--- config.mk ---
export PLATFORM = sky130hd
export DESIGN_NAME = i2c_frame_capture
export DESIGN_NICKNAME = d
export VERILOG_FILES = /design/src/rtl/i2c_frame_capture.sv
export SDC_FILE = /design/constraint.sdc
export NUM_CORES = 1
export LEC_CHECK = 0
export CAP_MARGIN = 20
export CORE_MARGIN = 2
export CORE_UTILIZATION = 45
export CTS_CLUSTER_DIAMETER = 120
export DETAILED_ROUTE_END_ITERATION = 8
export PLACE_DENSITY = 0.7
export SLEW_MARGIN = 5
export SYNTH_ARGS = -nofsm -noshare
export SYNTH_HDL_FRONTEND = slang
export SYNTH_SLANG_ARGS = --single-unit
export TNS_END_PERCENT = 1
--- constraint.sdc ---
create_clock -name clk -period 12.2 [get_ports clk]
set_input_delay 3.66 -clock clk [delete_from_list [all_inputs] [get_ports clk]]
set_output_delay 3.66 -clock clk [all_outputs]
set_load 0.05 [all_outputs]
--- src/rtl/i2c_frame_capture.sv ---
// I2C bus monitor: synchronises and deglitches scl/sda, decodes START/ADDR/DATA/STOP
// events into 12-bit records {kind, byte, ack, flag} and queues them in a FIFO.
module i2c_frame_capture #(
  parameter int unsigned SYNC_STAGES = 2,
  parameter int unsigned FILTER_LEN  = 3,
  parameter int unsigned MAX_BYTES   = 8,
  parameter int unsigned FIFO_DEPTH  = 16
) (
  input  logic                          clk,
  input  logic                          reset,
  input  logic                          scl,
  input  logic                          sda,
  output logic [11:0]                   rec_data,
  output logic                          rec_valid,
  input  logic                          rec_ready,
  output logic [$clog2(FIFO_DEPTH):0]   rec_count,
  output logic                          ovf,
  input  logic                          ovf_clr,
  output logic                          busy
);

  localparam int unsigned PTR_W = $clog2(FIFO_DEPTH);
  localparam int unsigned CNT_W = PTR_W + 1;
  localparam int unsigned FCW   = $clog2(FILTER_LEN + 1);
  localparam logic [7:0]  MAX_B = 8'(MAX_BYTES);

  typedef enum logic [2:0] {S_IDLE, S_ADDR, S_AACK, S_DATA, S_DACK} state_t;

  // Synchronisers, idle-high
  logic [SYNC_STAGES-1:0] scl_sync, sda_sync;
  always_ff @(posedge clk or posedge reset) begin
    if (reset) begin
      scl_sync <= '1;
      sda_sync <= '1;
    end else begin
      scl_sync <= {scl_sync[SYNC_STAGES-2:0], scl};
      sda_sync <= {sda_sync[SYNC_STAGES-2:0], sda};
    end
  end

  // Glitch filter: index 1 = scl, index 0 = sda
  logic [1:0]     raw_s, filt, filt_d;
  logic [FCW-1:0] fcnt [2];
  assign raw_s = {scl_sync[SYNC_STAGES-1], sda_sync[SYNC_STAGES-1]};

  always_ff @(posedge clk or posedge reset) begin
    if (reset) begin
      filt    <= 2'b11;
      filt_d  <= 2'b11;
      fcnt[0] <= '0;
      fcnt[1] <= '0;
    end else begin
      filt_d <= filt;
      for (int i = 0; i < 2; i++) begin
        if (raw_s[i] == filt[i]) begin
          fcnt[i] <= '0;
        end else if (fcnt[i] == FCW'(FILTER_LEN - 1)) begin
          filt[i] <= raw_s[i];
          fcnt[i] <= '0;
        end else begin
          fcnt[i] <= fcnt[i] + FCW'(1);
        end
      end
    end
  end

  // START/STOP need scl high on both sides so a simultaneous scl/sda fall is not a START
  logic start_c, stop_c, rise_c, fall_c;
  assign start_c = filt[1] & filt_d[1] &  filt_d[0] & ~filt[0];
  assign stop_c  = filt[1] & filt_d[1] & ~filt_d[0] &  filt[0];
  assign rise_c  =  filt[1] & ~filt_d[1];
  assign fall_c  = ~filt[1] &  filt_d[1];

  // Frame decoder. A bit is sampled on scl rise but only committed on the following
  // fall, so the rise preceding a STOP or repeated START never counts as a data bit.
  state_t      state;
  logic [2:0]  bit_cnt;
  logic [7:0]  shreg, byte_cnt;
  logic        trunc, pend, samp;
  logic        push_vld;
  logic [11:0] push_rec;

  always_ff @(posedge clk or posedge reset) begin
    if (reset) begin
      state    <= S_IDLE;
      bit_cnt  <= '0;
      shreg    <= '0;
      byte_cnt <= '0;
      trunc    <= 1'b0;
      pend     <= 1'b0;
      samp     <= 1'b0;
      push_vld <= 1'b0;
      push_rec <= '0;
      busy     <= 1'b0;
    end else begin
      push_vld <= 1'b0;
      if (start_c) begin
        push_vld <= 1'b1;
        push_rec <= {2'b00, 8'h00, 1'b0, state != S_IDLE};
        state    <= S_ADDR;
        bit_cnt  <= '0;
        byte_cnt <= '0;
        trunc    <= 1'b0;
        pend     <= 1'b0;
        busy     <= 1'b1;
      end else if (stop_c) begin
        pend <= 1'b0;
        if (state != S_IDLE) begin
          push_vld <= 1'b1;
          push_rec <= {2'b11, byte_cnt, trunc,
                       (bit_cnt != 3'd0) || (state == S_AACK) || (state == S_DACK)};
          state    <= S_IDLE;
          busy     <= 1'b0;
        end
      end else if (rise_c) begin
        pend <= 1'b1;
        samp <= filt[0];
      end else if (fall_c && pend) begin
        pend <= 1'b0;
        case (state)
          S_ADDR, S_DATA: begin
            shreg   <= {shreg[6:0], samp};
            bit_cnt <= bit_cnt + 3'd1;
            if (bit_cnt == 3'd7) state <= (state == S_ADDR) ? S_AACK : S_DACK;
          end
          S_AACK: begin
            push_vld <= 1'b1;
            push_rec <= {2'b01, shreg, ~samp, 1'b0};
            state    <= S_DATA;
          end
          S_DACK: begin
            if (byte_cnt < MAX_B) begin
              push_vld <= 1'b1;
              push_rec <= {2'b10, shreg, ~samp, 1'b0};
            end else begin
              trunc <= 1'b1;
            end
            if (byte_cnt != 8'hFF) byte_cnt <= byte_cnt + 8'd1;
            state <= S_DATA;
          end
          default: ;
        endcase
      end
    end
  end

  // Record FIFO; a push into a full FIFO still lands if the head is popped the same cycle
  logic [11:0]      mem [FIFO_DEPTH];
  logic [PTR_W-1:0] wr_ptr, rd_ptr;
  logic             pop_c, full_c, wr_c;
  logic [CNT_W-1:0] count_nxt_c;

  assign pop_c       = rec_valid & rec_ready;
  assign full_c      = (rec_count == CNT_W'(FIFO_DEPTH));
  assign wr_c        = push_vld & (~full_c | pop_c);
  assign count_nxt_c = rec_count + CNT_W'(wr_c) - CNT_W'(pop_c);
  assign rec_data    = mem[rd_ptr];

  always_ff @(posedge clk or posedge reset) begin
    if (reset) begin
      for (int i = 0; i < FIFO_DEPTH; i++) mem[i] <= '0;
      wr_ptr    <= '0;
      rd_ptr    <= '0;
      rec_count <= '0;
      rec_valid <= 1'b0;
      ovf       <= 1'b0;
    end else begin
      if (wr_c) begin
        mem[wr_ptr] <= push_rec;
        wr_ptr      <= wr_ptr + PTR_W'(1);
      end
      if (pop_c) rd_ptr <= rd_ptr + PTR_W'(1);
      rec_count <= count_nxt_c;
      rec_valid <= (count_nxt_c != '0);
      if (push_vld && !wr_c) ovf <= 1'b1;
      else if (ovf_clr)      ovf <= 1'b0;
    end
  end

endmodule
==> flow_summary_export.csv, run 1 <==
group,metric,value,unit
power_and_ir_drop,swShare,31.1,%
yosys,synth_cell_types,53,
power_and_ir_drop,seqPwrFrac,44.8,%
yosys,synth-seq-cells,258,
yosys,ys.flop_type,"dfrtp_1",
yosys,synthesis.nets,820,
setup_path,rr_worst_depth,6,
detailed_routing,drt_iter0_markers,447,
setup_path,r2r_start,"rec_count[3]",
global_route,grt_use_total,18.6,%
die,die_h,166,µm
hold_path,worstHoldEndpoint,"scl_sync[1]",
die,die_area,0.0276,mm²
clock_tree,path_clk_slew,60,ps
finish,antenna_cells_inserted,0,
sta,fin_crit,7130,ps
setup_path,required,8540,ps
sta,hold-worst-slack,356,ps
sta,tns,0,ps
finish,layout_commonest_cell,"dfrtp_1",
die,row_count,59,
yosys,ys.warnings.count,0,
detailed_routing,num_vias,6625,
power_and_ir_drop,p_comb_share,21.5,%
setup_path,regToRegEndpoint,"mem[106]",
sta,slew_headroom,32.4,%
clock_tree,cts-root-buf,"clkbuf_16",
detailed_routing,drc,0,
global_route,grt-ovfl-total,0,
finish,nets,827,
power_and_ir_drop,peakVddDrop,140,µV
die,start_util,45.6,%
placement,io_buffers,25,
setup_path,slowest_stage,"dfrtp_4",
setup_path,cpMostUsedCell,"mux4_2",
yosys,syn_avg_cell_area,14.8,µm²
job,max-cap-violations,0,
finish,area_delta_synth_final,11.9,%
clock_tree,cts_tree,"done",
global_route,antenna_found_initial,0,
detailed_routing,via_per_inst,5.71,
setup_path,start_kind,"register",
clock_tree,clk_path_buf_depth,3,
sta,drv_slew,0,
detailed_routing,drt-total-wl,24.7,mm
clock_tree,htreeDepth,1,
detailed_routing,ant_nets,0,
clock_tree,post_cts_buffers,0,
die,io_pins,26,
yosys,synth_edf_count,0,
power_and_ir_drop,p_leak,6.26,nW
setup_path,cp_top_family,"multiplexers",
setup_path,worstSetupPathType,"reg -> out",
setup_path,cp-end-kind,"primary output",
finish,layout-drive-gt1-share,39.4,%
die,die_x,166,µm
global_route,grt_pass1_wl,40.6,mm
setup_path,worstPathArrival,3470,ps
clock_tree,cts.sinks,258,
clock_tree,cts_hold_buf,0,
setup_path,worstPathMaxFanout,51,
setup_path,reg2reg_setup_slack,9400,ps
sta,clock_skew,9.18,ps
detailed_routing,wire_per_inst,21.3,µm
sta,hold_viol,0,
yosys,yosysSeqAreaShare,54.7,%
power_and_ir_drop,p_int,1.69,mW
yosys,syn_area,0.0118,mm²
hold_path,min_from,"scl_sync[0]",
finish,mostFrequentLayoutCells,"dfrtp_1 (248), mux2_2 (202), mux4_2 (60)",
setup_path,setup.worst_path.start,"rd_ptr[0]",
clock_tree,clk_latency,530,ps
finish,fillers,2151,
sta,rsz0062_at_grt,"no",
setup_path,slowest_delay,1080,ps
clock_tree,cts_resized,0,
global_route,grt_max_degree,134,
status,status,"complete, no violations",
setup_path,crit_chain,"mux4_2 -> mux4_2 -> clkdlybuf4s50_1",
detailed_routing,dr.pass1.iters,5,
clock_tree,numCtsBuffers,27,
sta,fin_crit_sh,58.5,%
power_and_ir_drop,switchingPower,0.765,mW
yosys,synthArstFlopShare,100,%
sta,max_freq,140,MHz
placement,place_congestion,0.754,
power_and_ir_drop,powerDensity,186,mW/mm²
global_route,grt_pass1_vias,7072,
placement,dp_hpwl,14.6,mm
sta,tightest_slew,1010,ps
die,coreArea,0.0259,mm²
hold_path,hp-class,"reg -> reg",
power_and_ir_drop,clock_power_share,33.7,%
sta,setup_viol,0,
yosys,synth_cells,798,
setup_path,worst-path-buf-inv,1,
hold_path,worst_hold_path.num_cells,0,
[state kept, by name (all words and copies together) (netlist names), 2 cells and up]
signal     cells
mem          192
wr_ptr         4
bit_cnt        3
byte_cnt       8
rd_ptr         4
scl_sync       2
push_rec      12
sda_sync       2
fcnt           4
shreg          8
rec_count      5
filt_d         2
state          3
filt           2
[stage by stage]
step	util, %	cells	cell area [µm²]	total power, mW	worst slack [ps]
2_1_floorplan	-	798	11800	1.49	1450
3_3_place_gp	47.5	1110	12300	1.64	5550
3_5_place_dp	47.5	1110	12300	1.64	5550
4_1_cts	51.0	1159	13200	2.48	4980
5_1_grt	51.1	1160	13200	2.59	4880
6_report	51.1	1160	13200	2.46	5070
[synth_stat cells, types with 3 or more instances]
cell	number	share of area, %
a211oi_1	3	0.19
a21oi_1	17	0.72
and3_1	4	0.21
and4_1	5	0.37
buf_1	9	0.29
buf_2	14	0.59
clkbuf_1	30	0.95
dfrtp_1	250	53
dfstp_2	8	1.8
ha_1	15	1.6
inv_1	17	0.54
mux2_1	14	1.3
mux2_2	202	19
mux2i_1	4	0.34
mux4_2	60	11
nand2_1	34	1.1
nand2b_1	3	0.16
nand3_1	4	0.17
nand4_1	6	0.32
nand4b_1	3	0.22
nor2_1	17	0.54
nor2b_1	6	0.32
nor3_1	7	0.30
nor3b_1	5	0.32
o21ai_0	8	0.34
o22ai_1	3	0.16
or4_1	4	0.25
xnor2_1	11	0.82
xor2_1	4	0.30
[layout make-up]
type	instances	area (µm²)	area share, %
Timing Repair Buffer	33	318	2.40
Sequential cell	258	6470	48.9
Inverter	17	71.3	0.539
Multi-Input combinational cell	468	5050	38.2
Tap cell	335	419	3.17
Clock buffer	42	782	5.91
Clock inverter	7	114	0.861
[power by group through the flow]
stage | sequential, mW | combinational (mW) | clock, mW
after floorplan | 1.04 | 0.451 | 0
after global placement | 1.13 | 0.512 | 0
after detailed placement | 1.13 | 0.517 | 0
after CTS | 1.11 | 0.520 | 0.850
after global routing | 1.13 | 0.578 | 0.886
final | 1.10 | 0.527 | 0.829
[cells by family after synthesis]
kind of cell / share of synthesized area [%]
mux: 32.3
simple gates: 5.02
compound gates: 2.53
fa+ha+maj: 1.76
buf+inv: 2.53
xor+xnor: 1.11
flops: 54.7
[worst max-delay path by stage]
stage / to / slack, ps / depth (start not counted)
2_1_floorplan: bit_cnt[0] / 1450 / 1
3_3_place_gp: rec_data[10] / 5550 / 3
3_5_place_dp: rec_data[10] / 5550 / 3
4_1_cts: rec_data[10] / 4980 / 3
5_1_grt: rec_data[1] / 4880 / 3
6_report: rec_data[0] / 5070 / 3
[worst reg2reg max path: stages (launching register included)]
cell and delay, ps:
dfrtp_1 400, inv_1 90, ha_1 200, nand4_1 230
nor2b_1 400, and4_1 940, mux2_2 430
[metal layers]
metal	share of wire [%]	routed length (µm)	vias up	track usage (%)
met5	0	0	-	0
met4	2.8	696	0	5.44
met3	3.9	970	48	2.84
met2	48	12000	115	30.2
met1	45	11100	3504	26.1
li1	-	-	2958	-
Power figures use the tool's default switching activity.
==> run 2: changes to the inputs <==
--- a/config.mk
+++ b/config.mk
@@ -10,7 +10,7 @@
 export CORE_UTILIZATION = 45
 export CTS_CLUSTER_DIAMETER = 120
 export DETAILED_ROUTE_END_ITERATION = 8
-export PLACE_DENSITY = 0.7
+export PLACE_DENSITY = 0.72
 export SLEW_MARGIN = 5
 export SYNTH_ARGS = -nofsm -noshare
 export SYNTH_HDL_FRONTEND = slang
==> constraint.sdc (replaced) <==
create_clock -name clk -period 6 [get_ports clk]
set_input_delay 1.8 -clock clk [delete_from_list [all_inputs] [get_ports clk]]
set_output_delay 1.8 -clock clk [all_outputs]
set_load 0.05 [all_outputs]
==> run 2 against run 1 <==
Effect of this change:
- largest cell class unchanged
- critical path depth is 1 higher
- design area is 1.5% higher
- via count is 0.94% higher
- sequential share of layout area is 0.72 points lower
==> flow_summary_export.csv, run 2 (synthesis gave the netlist of run 1 again) <==
group,metric,value,unit
clock_tree,clk_path_buf_depth,3,
sta,setup_viol,0,
setup_path,start_kind,"register",
power_and_ir_drop,peakVddDrop,355,µV
hold_path,worst_hold_path.num_cells,0,
die,io_pins,26,
setup_path,rr_worst_depth,13,
sta,fin_crit_sh,87.3,%
detailed_routing,num_vias,6687,
placement,dp_hpwl,15.4,mm
setup_path,worstSetupPathType,"reg -> out",
finish,antenna_cells_inserted,0,
clock_tree,post_cts_buffers,0,
placement,place_congestion,0.799,
die,die_x,166,µm
global_route,grt_use_total,18.6,%
hold_path,hp-class,"reg -> reg",
sta,tightest_slew,1030,ps
finish,utilization,51.8,%
setup_path,regToRegEndpoint,"rec_valid",
sta,hold_viol,0,
die,start_util,45.6,%
global_route,grt_max_degree,138,
status,status,"complete, no violations",
finish,area_delta_synth_final,13.6,%
clock_tree,clk_latency,550,ps
detailed_routing,wire_per_inst,21.3,µm
detailed_routing,drc,0,
clock_tree,numCtsBuffers,29,
finish,mostFrequentLayoutCells,"dfrtp_1 (248), mux2_2 (202), mux4_2 (60)",
setup_path,reg2reg_setup_slack,3170,ps
setup_path,required,4200,ps
finish,fillers,2095,
global_route,grt_pass1_vias,7164,
sta,max_freq,191,MHz
power_and_ir_drop,powerDensity,387,mW/mm²
finish,top_regs,"mem (192), push_rec (12)",
setup_path,r2r_start,"rec_count[2]",
finish,layout_commonest_cell,"dfrtp_1",
clock_tree,cts_hold_buf,0,
sta,fin_crit,5240,ps
detailed_routing,drt_iter0_markers,568,
global_route,grt_pass1_wl,40.8,mm
clock_tree,cts-root-buf,"clkbuf_16",
hold_path,min_from,"sda_sync[0]",
finish,nets,834,
job,max-cap-violations,0,
finish,largest_reg_flops,192,
die,die_h,166,µm
die,coreArea,0.0259,mm²
finish,regMostFlops,"mem",
power_and_ir_drop,p_leak,6.35,nW
global_route,grt-ovfl-total,0,
sta,tns,0,ps
placement,dp.cells,1116,
clock_tree,cts_tree,"done",
die,die_area,0.0276,mm²
global_route,antenna_found_initial,0,
detailed_routing,drt-total-wl,24.9,mm
sta,timing.final.ws_setup,761,ps
detailed_routing,via_per_inst,5.72,
setup_path,worstPathMaxFanout,26,
hold_path,worstHoldEndpoint,"sda_sync[1]",
finish,layout-drive-gt1-share,41.0,%
placement,dpl_worst_slack,1300,ps
setup_path,worstPathArrival,3440,ps
detailed_routing,dr.pass1.iters,4,
sta,rsz0062_at_grt,"no",
sta,drv_slew,0,
finish,finalNonFillerCells,1170,
clock_tree,cts.sinks,258,
sta,clock_skew,26.7,ps
sta,slew_headroom,31.7,%
clock_tree,htreeDepth,1,
die,row_count,59,
placement,io_buffers,25,
detailed_routing,ant_nets,0,
clock_tree,cts_resized,0,
setup_path,cp-end-kind,"primary output",
clock_tree,path_clk_slew,60,ps
## run 2: cell types whose count changed in the layout (fill, tap and decap cells not counted), moves of 2 or more
| cell | change |
|---|---|
| bufinv_16 | +2 |
| clkbuf_16 | +2 |
| clkinv_2 | +3 |
| clkinvlp_4 | +4 |
| buf_4 | +4 |
| clkbuf_1 | -7 |
## run 2: worst max path at each step
stage | from | to | slack, ps
2_1_floorplan | reset | bit_cnt[0] | 810
3_3_place_gp | rd_ptr[1] | rec_data[1] | 1310
3_5_place_dp | rd_ptr[0] | rec_data[6] | 1300
4_1_cts | rd_ptr[0] | rec_data[6] | 720
5_1_grt | rd_ptr[0] | rec_data[6] | 630
6_report | rd_ptr[1] | rec_data[1] | 760
## run 2: metrics by stage
step | power (mW) | hold slack, ps | cell area [µm²]
after floorplan | 3.04 | 345 | 11800
after global placement | 3.31 | 346 | 12400
after detailed placement | 3.37 | 347 | 12400
after CTS | 5.26 | 351 | 13400
after global routing | 5.47 | 356 | 13400
final | 5.20 | 352 | 13400
## run 2: cell type report
class,instances,area [µm²],area share (%)
Sequential cell,258,6470,48.2
Multi-Input combinational cell,468,5050,37.6
Clock buffer,37,806,6.00
Tap cell,335,419,3.12
Timing Repair Buffer,38,380,2.83
Clock inverter,17,229,1.71
Inverter,17,67.6,0.503
## run 2: where the power goes
part           total (mW)  internal, mW  switching [mW]  leakage (nW)
combinational        1.05         0.528           0.525          2.32
sequential           2.27          1.91           0.366          3.52
clock                1.88          1.17           0.711         0.505
## run 2: routing by layer
metal	track usage, %	wire length [µm]
met4	4.91	632
met1	26.0	11100
met2	30.6	12000
met5	0	0
met3	3.07	1120
## run 2: critical path: stages, from the launching register on
cell             delay [ps]
dfrtp_2                 860
buf_4                   320
mux4_2                  520
mux4_2                  470
clkdlybuf4s50_1         710
==> run 3: changes to the inputs <==
--- a/config.mk
+++ b/config.mk
@@ -6,12 +6,11 @@
 export NUM_CORES = 1
 export LEC_CHECK = 0
 export CAP_MARGIN = 20
-export CORE_MARGIN = 2
+export CORE_MARGIN = 5
 export CORE_UTILIZATION = 45
 export CTS_CLUSTER_DIAMETER = 120
 export DETAILED_ROUTE_END_ITERATION = 8
 export PLACE_DENSITY = 0.72
-export SLEW_MARGIN = 5
 export SYNTH_ARGS = -nofsm -noshare
 export SYNTH_HDL_FRONTEND = slang
 export SYNTH_SLANG_ARGS = --single-unit
==> run 3 against run 2 <==
Effect of this change:
- core utilization decreased by 0.90 points
- first-iteration DRC count decreased by 10%
- critical endpoint is now rec_data[10]
- highest routed layer unchanged
- largest cell class unchanged
- clock skew about the same
==> flow_summary_export.csv, run 3 (synthesis gave the netlist of run 1 again) <==
group,metric,value,unit
status,status,"complete, no violations",
clock_tree,numCtsBuffers,27,
sta,hold-worst-slack,351,ps
power_and_ir_drop,powerDensity,371,mW/mm²
detailed_routing,drt_iter0_markers,511,
power_and_ir_drop,peakVddDrop,291,µV
sta,fin_crit_sh,87.7,%
die,io_pins,26,
finish,finalNonFillerCells,1160,
global_route,grt_pass1_vias,7196,
power_and_ir_drop,finalPower,4.91,mW
clock_tree,cts_resized,0,
detailed_routing,wire_per_inst,21.1,µm
clock_tree,clk_path_buf_depth,3,
sta,tightest_slew,1040,ps
finish,layout_commonest_cell,"dfrtp_1",
setup_path,cp-end-kind,"primary output",
sta,drv_slew,0,
finish,nets,831,
setup_path,required,4200,ps
sta,setup_viol,0,
hold_path,hp-class,"reg -> reg",
clock_tree,path_clk_slew,60,ps
power_and_ir_drop,p_leak,6.26,nW
sta,rsz0062_at_grt,"no",
finish,largest_reg_flops,192,
clock_tree,cts_tree,"done",
setup_path,worstPathArrival,3460,ps
global_route,antenna_found_initial,0,
detailed_routing,drc,0,
global_route,grt_pass1_wl,40.5,mm
finish,antenna_cells_inserted,0,
global_route,grt_use_total,17.3,%
sta,tns,0,ps
placement,place_congestion,0.800,
placement,dp_hpwl,15.2,mm
placement,dp.cells,1115,
setup_path,worstPathMaxFanout,50,
clock_tree,clk_latency,550,ps
die,die_x,172,µm
clock_tree,htreeDepth,1,
clock_tree,cts_hold_buf,0,
detailed_routing,num_vias,6587,
die,die_area,0.0296,mm²
clock_tree,cts-root-buf,"clkbuf_16",
die,die_h,172,µm
setup_path,start_kind,"register",
finish,area_delta_synth_final,11.9,%
die,coreArea,0.0260,mm²
sta,hold_viol,0,
clock_tree,cts.sinks,258,
detailed_routing,via_per_inst,5.68,
finish,layout-drive-gt1-share,40.0,%
detailed_routing,ant_nets,0,
detailed_routing,drt-total-wl,24.5,mm
clock_tree,post_cts_buffers,0,
setup_path,worstSetupPathType,"reg -> out",
sta,slew_headroom,30.9,%
die,start_util,45.5,%
placement,io_buffers,25,
sta,fin_crit,5260,ps
detailed_routing,dr.pass1.iters,4,
die,row_count,59,
global_route,grt_max_degree,120,
finish,top_regs,"mem (192), push_rec (12)",
sta,clock_skew,26.6,ps
finish,regMostFlops,"mem",
hold_path,worst_hold_path.num_cells,0,
sta,max_freq,190,MHz
finish,mostFrequentLayoutCells,"dfrtp_1 (248), mux2_2 (202), mux4_2 (60)",
job,max-cap-violations,0,
global_route,grt-ovfl-total,0,
finish,fillers,2166,
setup_path,rr_worst_depth,6,
-- run 3: metrics by stage --
step           area [µm²]  utilization [%]  worst slack (ps)
2_1_floorplan       11800                -               807
3_3_place_gp        12400             47.6              1290
3_5_place_dp        12400             47.6              1250
4_1_cts             13200             50.9               644
5_1_grt             13200             50.9               574
6_report            13200             50.9               739
-- run 3: layout make-up --
class                           count  area [µm²]  area share, %
Clock buffer                       40         805           6.08
Clock inverter                      5        48.8          0.369
Inverter                           17        67.6          0.511
Multi-Input combinational cell    468        5050           38.2
Sequential cell                   258        6470           48.9
Tap cell                          335         419           3.17
Timing Repair Buffer               37         365           2.76
-- run 3: critical path, stage by stage, from the launching register on --
cell             delay [ps]
dfrtp_4                1060
mux4_2                  610
mux4_2                  500
clkdlybuf4s50_1         720
-- run 3: path summary, 6_finish.rpt --
check                        startpoint      endpoint  slack (ps)
max in group asynchronous         reset      mem[123]        3410
setup reg to reg           rec_count[3]      mem[175]        3270
hold reg to reg             sda_sync[0]   sda_sync[1]         350
min in group asynchronous         reset      mem[133]        1530
setup / recovery              rd_ptr[0]  rec_data[10]         740
hold / removal              sda_sync[0]   sda_sync[1]         350
-- run 3: power breakdown --
part,switching [mW],leakage (nW),internal (mW)
Combinational,0.517,2.32,0.515
Clock,0.676,0.420,0.926
Sequential,0.364,3.52,1.91
Total,1.56,6.26,3.35
-- run 3: per-layer routing --
metal / vias to the layer above / track usage [%] / wire length (µm)
li1: 2950 / - / -
met1: 3469 / 24.0 / 11100
met2: 115 / 29.0 / 11900
met3: 53 / 2.33 / 774
met4: 0 / 4.82 / 695
met5: - / 0 / 0
